--- src/rtl/mem_access_unit.sv ---
// -----------------------------------------------------------------------------
// mem_access_unit
//   Load/store sequencer for the MEM stage, placed directly in front of a
//   doubleword-organised data memory. Takes one request at a time, traps
//   misaligned / out-of-range accesses, extracts and extends load lanes and
//   performs read-modify-write for byte/half/word stores.
//
// Ports
//   clk, rst               clock, synchronous active-high reset
//   req_valid/req_ready    request handshake (accept on valid && ready)
//   req_op                 0 LDUR,1 LDURSW,2 LDURH,3 LDURB,4 STUR,5 STURW,
//                          6 STURH,7 STURB
//   req_addr, req_wdata    byte address and store data (latched on accept)
//   resp_valid             one-cycle response pulse
//   resp_rdata, resp_err   registered load result / error flag, held
//   MemRead, MemWrite      memory strobes (never both high)
//   mem_addr, mem_wdata    doubleword-aligned address and write word
//   mem_rdata              combinational read data of mem_addr
// -----------------------------------------------------------------------------
module mem_access_unit #(
  parameter int SIZE = 1024
) (
  input  logic        clk,
  input  logic        rst,
  input  logic        req_valid,
  output logic        req_ready,
  input  logic [2:0]  req_op,
  input  logic [63:0] req_addr,
  input  logic [63:0] req_wdata,
  output logic        resp_valid,
  output logic [63:0] resp_rdata,
  output logic        resp_err,
  output logic        MemRead,
  output logic        MemWrite,
  output logic [63:0] mem_addr,
  output logic [63:0] mem_wdata,
  input  logic [63:0] mem_rdata
);

  typedef enum logic [1:0] {S_IDLE, S_READ, S_WRITE, S_RESP} state_t;

  state_t r_state;
  state_t w_state_next;

  logic [2:0]  r_op;
  logic [2:0]  r_lane;
  logic [63:0] r_wdata;
  logic        r_resp_valid;
  logic [63:0] r_resp_rdata;
  logic        r_resp_err;
  logic        r_mem_read;
  logic        r_mem_write;
  logic [63:0] r_mem_addr;
  logic [63:0] r_mem_wdata;

  // ---------------- request-side checks (combinational, at accept) ----------
  logic        w_accept;
  logic [3:0]  w_req_size;
  logic        w_misaligned;
  logic [64:0] w_req_end;
  logic        w_out_of_range;
  logic        w_req_err;

  assign req_ready      = (r_state == S_IDLE) && !rst;
  assign w_accept       = req_valid && req_ready;
  assign w_req_size     = 4'd8 >> req_op[1:0];
  // size-1 as a 3-bit mask: size 8 wraps to 3'b111, which is exactly right
  assign w_misaligned   = |(req_addr[2:0] & (w_req_size[2:0] - 3'd1));
  // one extra bit so addresses near 2^64 cannot wrap back into range
  assign w_req_end      = {1'b0, req_addr} + {61'd0, w_req_size};
  assign w_out_of_range = w_req_end > 65'(SIZE);
  assign w_req_err      = w_misaligned || w_out_of_range;

  // ---------------- lane extraction / merge for the latched request ---------
  logic [3:0]  w_size;
  logic [5:0]  w_shift;
  logic [63:0] w_rd_shifted;
  logic [63:0] w_wdata_shifted;
  logic [63:0] w_load_data;
  logic [3:0]  w_lane_end;
  logic [7:0]  w_byte_en;
  logic [63:0] w_merged;

  assign w_size          = 4'd8 >> r_op[1:0];
  assign w_shift         = {r_lane, 3'b000};
  assign w_rd_shifted    = mem_rdata >> w_shift;
  assign w_wdata_shifted = r_wdata << w_shift;
  assign w_lane_end      = {1'b0, r_lane} + w_size;

  always_comb begin
    w_load_data = w_rd_shifted;
    case (r_op[1:0])
      2'd1:    w_load_data = {{32{w_rd_shifted[31]}}, w_rd_shifted[31:0]};
      2'd2:    w_load_data = {48'd0, w_rd_shifted[15:0]};
      2'd3:    w_load_data = {56'd0, w_rd_shifted[7:0]};
      default: w_load_data = w_rd_shifted;
    endcase
  end

  // Store bytes replace the captured word only inside [lane, lane+size).
  generate
    for (genvar gi = 0; gi < 8; gi++) begin : g_merge
      assign w_byte_en[gi] = (4'(gi) >= {1'b0, r_lane}) && (4'(gi) < w_lane_end);
      assign w_merged[gi*8 +: 8] = w_byte_en[gi] ? w_wdata_shifted[gi*8 +: 8]
                                                 : mem_rdata[gi*8 +: 8];
    end
  endgenerate

  // ---------------- FSM ------------------------------------------------------
  always_comb begin
    w_state_next = r_state;
    case (r_state)
      S_IDLE: begin
        if (w_accept) begin
          if (w_req_err)             w_state_next = S_RESP;
          else if (req_op == 3'd4)   w_state_next = S_WRITE;
          else                       w_state_next = S_READ;
        end
      end
      S_READ:  w_state_next = r_op[2] ? S_WRITE : S_RESP;
      S_WRITE: w_state_next = S_RESP;
      S_RESP:  w_state_next = S_IDLE;
      default: w_state_next = S_IDLE;
    endcase
  end

  always_ff @(posedge clk) begin
    if (rst) r_state <= S_IDLE;
    else     r_state <= w_state_next;
  end

  // ---------------- registered datapath and outputs --------------------------
  always_ff @(posedge clk) begin
    if (rst) begin
      r_op         <= 3'd0;
      r_lane       <= 3'd0;
      r_wdata      <= 64'd0;
      r_resp_valid <= 1'b0;
      r_resp_rdata <= 64'd0;
      r_resp_err   <= 1'b0;
      r_mem_read   <= 1'b0;
      r_mem_write  <= 1'b0;
      r_mem_addr   <= 64'd0;
      r_mem_wdata  <= 64'd0;
    end else begin
      // Strobes are registered decodes of the state being entered.
      r_resp_valid <= (w_state_next == S_RESP);
      r_mem_read   <= (w_state_next == S_READ);
      r_mem_write  <= (w_state_next == S_WRITE);
      case (r_state)
        S_IDLE: begin
          if (w_accept) begin
            r_op    <= req_op;
            r_lane  <= req_addr[2:0];
            r_wdata <= req_wdata;
            if (w_req_err) begin
              r_resp_rdata <= 64'd0;
              r_resp_err   <= 1'b1;
            end else begin
              r_mem_addr <= {req_addr[63:3], 3'b000};
              if (req_op == 3'd4) r_mem_wdata <= req_wdata;
            end
          end
        end
        S_READ: begin
          if (r_op[2]) begin
            r_mem_wdata <= w_merged;
          end else begin
            r_resp_rdata <= w_load_data;
            r_resp_err   <= 1'b0;
          end
        end
        S_WRITE: begin
          r_resp_rdata <= 64'd0;
          r_resp_err   <= 1'b0;
        end
        default: ;
      endcase
    end
  end

  assign resp_valid = r_resp_valid;
  assign resp_rdata = r_resp_rdata;
  assign resp_err   = r_resp_err;
  assign MemRead    = r_mem_read;
  assign MemWrite   = r_mem_write;
  assign mem_addr   = r_mem_addr;
  assign mem_wdata  = r_mem_wdata;

endmodule

--- config.mk ---
export PLATFORM = sky130hd
export DESIGN_NAME = mem_access_unit
export DESIGN_NICKNAME = d
export VERILOG_FILES = /design/src/rtl/mem_access_unit.sv
export SDC_FILE = /design/constraint.sdc
export NUM_CORES = 1
export LEC_CHECK = 0
export CAP_MARGIN = 20
export CORE_MARGIN = 3
export CORE_UTILIZATION = 51
export CTS_CLUSTER_DIAMETER = 200
export DETAILED_ROUTE_END_ITERATION = 7
export PLACE_DENSITY = 0.89
export SLEW_MARGIN = 20
export SYNTH_ARGS = -nofsm -noshare
export SYNTH_HDL_FRONTEND = slang
export SYNTH_SLANG_ARGS = --single-unit
--- constraint.sdc ---
create_clock -name clk -period 6 [get_ports clk]
set_clock_uncertainty 0.15 [all_clocks]
set_input_delay 0.6 -clock clk [delete_from_list [all_inputs] [get_ports clk]]
set_output_delay 0.6 -clock clk [all_outputs]
set_load 0.05 [all_outputs]
* Yosys cells after proc, flatten, opt, wreduce, memory -nomap -nowiden
Index checks and enable logic that the tools add are counted.
Word-level totals: input bits 198, register bits 265, output and inout bits 197
Operators by class: equality and inequality tests 16, $add $sub $neg 3, magnitude comparators 16, shift-type cells 4, reduce and logical (&&, ||, !) cells 19, muxes and demuxes 27, bitwise operators 2
Operator list (count):
- 64-bit 2-to-1 mux | 7
- 64-bit one-hot mux with 3 select lines | 2
- 64-bit one-hot mux with 2 select lines | 1
- 64-bit by 4-bit adder with 65-bit output | 1
- 65-bit by 11-bit greater-than comparator with 1-bit output (second input constant) | 1
- 8-bit 2-to-1 mux | 8
- 64-bit by 6-bit left shift with 64-bit output | 1
- 64-bit by 6-bit >> shifter with 64-bit output | 1
- 3-bit by 4-bit less-than comparator with 1-bit output (first input constant) | 4
- 2-bit == test (second input constant) | 6
- 2-bit inequality test (second input constant) | 5
- 3-bit >= comparator (first input constant) | 3
- 1-bit logical AND | 9
- 1-bit by 4-bit less-than comparator with 1-bit output (first input constant) | 2
- 2-bit by 4-bit less-than comparator with 1-bit output (first input constant) | 2
- 2-bit one-hot mux with 4 select lines | 1
- 4-bit by 2-bit >> shifter with 4-bit output (first input constant) | 2
- 2-bit by 1-bit == test with 1-bit output (second input constant) | 3
- 1-bit by 3-bit >= comparator with 1-bit output (first input constant) | 2
- 2-bit by 3-bit >= comparator with 1-bit output (first input constant) | 2
- 2-bit 2-to-1 mux | 3
- 5-bit AND reduction | 1
- 3-bit by 4-bit adder with 4-bit output | 1
- 1-bit 2-to-1 mux | 4
- other kinds (15) | 15

* Longest topological paths before layout
Gate-level depths: netlist of the first run.
depth in word-level cells 9, mapped depth 18

* Worst setup path before layout of the first run
Ideal clock, no wire load.
path kind input to register, from input port req_op[1], to register r_mem_wdata[24] (netlist: mem_wdata[24]), path slack 1.295 ns, required time 5.780 ns, data arrival time 4.484 ns, cell stages on the path 18, cells stage by stage and2_1 > ha_1 > inv_1 > fa_1 > nand2b_1 > a21o_1 > or3_1 > buf_2 > nor4_2 > o32ai_1 > or4_4 > nor4_4 > a41oi_1 > buf_4 > buf_6 > buf_6 > or3_1 > a21oi_1
Between the ends: cells in the longest elaborated chain, start to end 7
RTL lines:
- from (decl) | line 27 | input logic [2:0] req_op,
- branches (longest 6 deep; another with 64-bit by 4-bit adder with 65-bit output)
- 5-bit AND reduction (no line) *
- to (signal assigned) | line 161 | if (req_op == 3'd4) r_mem_wdata <= req_wdata;
- to (signal assigned) | line 167 | r_mem_wdata <= w_merged;
- to (decl) | line 54 | logic [63:0] r_mem_wdata;
Mark *: on every way between the ends. A chain may end at the register's enable or synchronous reset.

* Worst setup path in the final report of the first run
from input port req_op[1], to register r_mem_wdata[6] (netlist: mem_wdata[6])
Same word-level chain as after synthesis.

==> impl_metrics.ini, run 1 <==
[outcome]
outcome = finished, final reports clean

[sta]
tightest_slew_ps = 1156
drv_slew = 0
max_slew_margin_pct = 22.65
rsz0062_at_grt = false
finalCritPeriodShare_pct = 87.57
setup_viol = 0
fin_setup_tns_ps = 0
maxClockFrequency_ghz = 0.1903
post-route-min-period_ps = 5254
fin_hold_ws_ps = 307.4
final-hold-violation-count = 0
setup_slack_ps = 745.7

[floorplan]
row_count = 65
die-area_um2 = 34480
start_util_pct = 51.91
design.core.area_um2 = 31720
die_y_um = 185.7
die_x_um = 185.7
io_pins = 395

[power_and_ir_drop]
p_leak_nw = 7.561
power_mw = 7.037
pwr_density_cell_nw_per_um2 = 327.4
ir_drop_mv = 0.2937

[cts]
clkLatencyLatePin_ps = 570
clk_path_buf_depth = 3
hold_buffers = 0
h-tree-depth = 1
cts_buffers = 29
cts-root-buf = clkbuf_16
ctsResizeCount = 0
clock_sinks = 265
path_clk_slew_ps = 60
cts_tree = built
post-cts-setup-buffers = 0

[place]
dp.cells = 2731
numPortBuffers = 391
post_dp_cell_area_um2 = 20530
dp_hpwl_um = 48520
gp_congestion = 1.059
place_ws_ps = 299.6

[min_path]
holdPathEnd = mem_addr[50]
hold_path.class = register to register
hp-start = mem_addr[50]
hold_path_depth = 1

[detailed_routing]
antenna_left = 0
via_per_inst = 6.311
routed_wirelength_um = 65430
vias = 17590
drc = 0
first_pass_iters = 8
first_iter_violations = 2556
wl_per_cell_um = 23.48

[grt]
grt_max_degree = 131
grt_pass1_wl_um = 97570
overflow = 0
grt_pass1_vias = 16710
grt_antenna_before_repair = 7
grt.total_usage_pct = 36.15

[logic_synthesis]
yosysSeqAreaShare_pct = 32.22
avgSynthCellArea_um2 = 7.946
synthCells = 2072
synth-async-reset-ratio_pct = 0
yosys_most_used_dff = dfxtp_1
ys_types = 73
synth-edff-count = 0
syn_area_um2 = 16460
synth_seq_cells = 265
ys_warn_count = 0

[cells_and_area]
fin_area_um2 = 21490
area_growth_pct = 30.55
layout_common_cells = clkdlybuf4s50_1, nand2_1, dfxtp_1
drive_gt1_share_pct = 6.473
final_common_cell = clkdlybuf4s50_1
instances_no_fill = 2787
post-route-util_pct = 67.77
finalNetCount = 2572

[critical_path]
crit_arrival_ps = 5580
cp_cell_sequence = clkdlybuf4s50_1 > and2_1 > ha_1 > inv_1 > fa_1 > nand2b_1 > a21oi_1 > and4_1 > o311a_1 > o32ai_1 > or4_1 > nor3_1 > buf_4 > a41oi_4 > buf_12 > or3_1 > a21oi_1
reg2reg_to = mem_wdata[2]
crit_top_cell = a21oi_1
crit_fanout = 128
critPathBufInv = 4
rrSetupSlack_ps = 1230
reg2reg_depth = 12
start_kind = input pin
crit_path_max_incr_delay_ps = 580
startpoint = req_op[1]
cp-end-kind = register
critPathRequiredTime_ps = 6330
r2r_start = r_lane[2]
path_class = input pin to register
slowest_stage = a21oi_1
cp_top_family = simple AND/OR/NAND/NOR gates

[run]
cap_violations = 0
-- logic make-up after synthesis --
kind of cell               share of synthesized area [%]
AOI/OAI and AO/OA                                  17.59
buffers and inverters                              4.582
other                                            0.02278
DFF                                                32.22
muxes                                              18.07
xor gates and xnor gates                           1.223
and+or+nand+nor                                    25.14
adders and majority gates                          1.155
-- area by class of cell --
| type | count | area (um2) |
|---|---|---|
| inverter | 23 | 86.33 |
| clock buffer | 38 | 819.5 |
| clock inverter | 12 | 113.9 |
| fill | 2497 | 10220 |
| sequential | 265 | 5314 |
| timing repair buffer | 420 | 4158 |
| antenna | 6 | 15.01 |
| multi-input combinational | 1621 | 10490 |
| tap | 402 | 503.0 |
-- worst max-delay path by stage --
stage / depth (start not counted) / end / slack, ps
4_1_cts: 17 / mem_wdata[44] / 860
3_3_place_gp: 17 / mem_wdata[63] / 450
2_1_floorplan: 18 / mem_wdata[24] / 1300
5_1_grt: 17 / mem_wdata[6] / 490
3_5_place_dp: 17 / mem_wdata[56] / 300
6_report: 17 / mem_wdata[6] / 750
-- routing by layer --
metal	part of all wire, %	GRT usage (%)
met1	39	47.94
met2	43	54.26
met3	13	10.75
met4	5.7	16.95
met5	0.018	0
-- where the power goes --
group / internal [mW] / switching (mW)
sequential: 1.98 / 0.229
clock: 1.01 / 0.768
combinational: 1.09 / 1.97
-- synth_stat cells, types with 27 or more instances --
| library cell | number | area (um2) |
|---|---|---|
| o21ai_0 | 241 | 1206 |
| clkbuf_1 | 132 | 495.5 |
| or3_1 | 70 | 437.9 |
| nand2_1 | 285 | 1070 |
| mux2i_1 | 205 | 2052 |
| dfxtp_1 | 265 | 5305 |
| nand2b_1 | 124 | 775.7 |
| nand4_1 | 27 | 168.9 |
| a21oi_1 | 141 | 705.7 |
| nor2_1 | 105 | 394.1 |
| and2_1 | 59 | 369.1 |
| mux4_2 | 30 | 675.7 |
| nand3_1 | 50 | 250.2 |
-- registers in the layout, summed over array words and instances, names as in the netlist --
register / cells
MemRead: 1
r_wdata: 64
r_lane: 3
resp_rdata: 64
r_state: 2
MemWrite: 1
mem_wdata: 64
r_op: 3
resp_err: 1
mem_addr: 61
resp_valid: 1
Note: power is estimated with default switching activity, not from simulation.
==> run 2, diff against run 1 <==
--- a/config.mk
+++ b/config.mk
@@ -9,6 +9,7 @@
 export CORE_MARGIN = 3
-export CORE_UTILIZATION = 51
+export CORE_UTILIZATION = 65
 export CTS_CLUSTER_DIAMETER = 200
 export DETAILED_ROUTE_END_ITERATION = 7
-export PLACE_DENSITY = 0.89
+export DONT_BUFFER_PORTS = 1
+export PLACE_DENSITY = 0.88
 export SLEW_MARGIN = 20
==> constraint.sdc (replaced) <==
create_clock -name clk -period 6 [get_ports clk]
set_clock_uncertainty 0.15 [all_clocks]
set_input_delay 1.2 -clock clk [delete_from_list [all_inputs] [get_ports clk]]
set_output_delay 1.2 -clock clk [all_outputs]
set_load 0.05 [all_outputs]
==> impl_metrics.ini, run 2 (synthesis gave the netlist of run 1 again) <==
[sta]
setup_viol = 0
final-hold-violation-count = 0
post-route-min-period_ps = 5133
max_slew_margin_pct = 21.74
drv_slew = 0
rsz0062_at_grt = false
setup_slack_ps = 866.9
finalCritPeriodShare_pct = 85.55
tightest_slew_ps = 1170
maxClockFrequency_ghz = 0.1948
fin_setup_tns_ps = 0

[cts]
clock_sinks = 265
hold_buffers = 0
path_clk_slew_ps = 70
cts_buffers = 26
clk_path_buf_depth = 3
ctsResizeCount = 0
post-cts-setup-buffers = 0
h-tree-depth = 1
cts_tree = built
clkLatencyLatePin_ps = 570
cts-root-buf = clkbuf_16

[min_path]
hold_path.class = register to register
holdPathEnd = r_wdata[56]
hp-start = r_wdata[56]
hold_path_depth = 2

[critical_path]
r2r_start = r_lane[2]
reg2reg_to = mem_wdata[2]
cp_cell_sequence = and2_1 > ha_1 > inv_1 > fa_1 > nand2b_1 > a21o_1 > or3_1 > a211oi_1 > o211ai_1 > or4_1 > nor3_1 > buf_4 > nand3_1 > nand2_4 > buf_12 > mux2i_1
cp-end-kind = register
critPathRequiredTime_ps = 6300
critPathBufInv = 3
crit_path_max_incr_delay_ps = 570
path_class = input pin to register
start_kind = input pin
rrSetupSlack_ps = 1600
cp_top_family = simple AND/OR/NAND/NOR gates
reg2reg_depth = 12
crit_fanout = 27
crit_arrival_ps = 5430
slowest_stage = or4_1

[grt]
grt_antenna_before_repair = 4
grt_max_degree = 223
overflow = 0
grt.total_usage_pct = 41.96
grt_pass1_wl_um = 88200
grt_pass1_vias = 14780

[power_and_ir_drop]
ir_drop_mv = 0.3310
p_leak_nw = 6.121
pwr_density_cell_nw_per_um2 = 374.4

[cells_and_area]
nFillCells = 1927
finalNetCount = 2177
area_growth_pct = 6.277
layout_common_cells = nand2_1, dfxtp_1, o21ai_0
multi_input_area_um2 = 10480
register_area_um2 = 5314
drive_gt1_share_pct = 7.557
final_common_cell = nand2_1

[floorplan]
design.core.area_um2 = 24600
row_count = 57
die-area_um2 = 27280
die_y_um = 165.2
io_pins = 395
start_util_pct = 66.92
die_x_um = 165.2

[place]
gp_congestion = 1.083
numPortBuffers = 0
dp_hpwl_um = 44690
place_ws_ps = 420.3

[detailed_routing]
via_per_inst = 6.884
drc = 0
antenna_left = 0
vias = 15920
wl_per_cell_um = 26.04
routed_wirelength_um = 60210
first_pass_iters = 6
first_iter_violations = 2298
wl_met2_um = 25580
dr.max_layer_used = met5
route.met3.wl_um = 9372
wl_met1_um = 21010

[run]
cap_violations = 0

[outcome]
outcome = finished, final reports clean
run 2: worst min-delay path: cells and delay by family, from the launching register on:
kind | cells | cell delay, ps
simple gates | 1 | 60
compound gates | 1 | 60
flops | 1 | 310
run 2: per-layer routing:
layer	vias up	GRT usage [%]
li1	7154	-
met1	7357	49.84
met2	1129	62.65
met3	272	18.36
met4	4	24.97
met5	-	0
run 2: worst max-delay path by stage:
| stage | from | end | slack (ps) | cells after the start |
|---|---|---|---|---|
| after global placement | req_op[1] | resp_rdata[27] | 540 | 16 |
| after detailed placement | req_op[1] | resp_rdata[26] | 420 | 16 |
| after global routing | req_op[0] | resp_rdata[23] | 600 | 14 |
| after floorplan | req_op[1] | mem_wdata[24] | 700 | 18 |
| after CTS | req_op[1] | resp_rdata[23] | 920 | 16 |
| final | req_op[1] | resp_rdata[23] | 870 | 16 |
run 2: where the power goes:
part	switching (mW)	total [mW]	internal, mW
clock	0.732	1.81	1.08
combinational	1.26	2.03	0.763
sequential	0.741	2.72	1.98
total	2.74	6.55	3.81
run 2: area by class of cell:
type	count	area share (%)
Multi-Input combinational cell	1621	59.90
Inverter	23	0.4934
Clock buffer	36	4.398
Sequential cell	265	30.37
Timing Repair Buffer	28	1.416
Tap cell	324	2.317
Clock inverter	12	1.065
Antenna cell	3	0.04290
run 2: through the flow:
step | cells | total power, mW | hold WS, ps | cell area, um2 | util, %
floorplan | 2074 | 4.184 | 296.3 | 16470 | -
global placement | 2260 | 4.636 | 309.1 | 16510 | 67.12
detailed placement | 2260 | 4.686 | 318.1 | 16510 | 67.12
CTS | 2308 | 6.485 | 329.3 | 17470 | 71.00
global route | 2309 | 6.812 | 362.5 | 17490 | 71.09
finish | 2312 | 6.551 | 332.1 | 17500 | 71.12
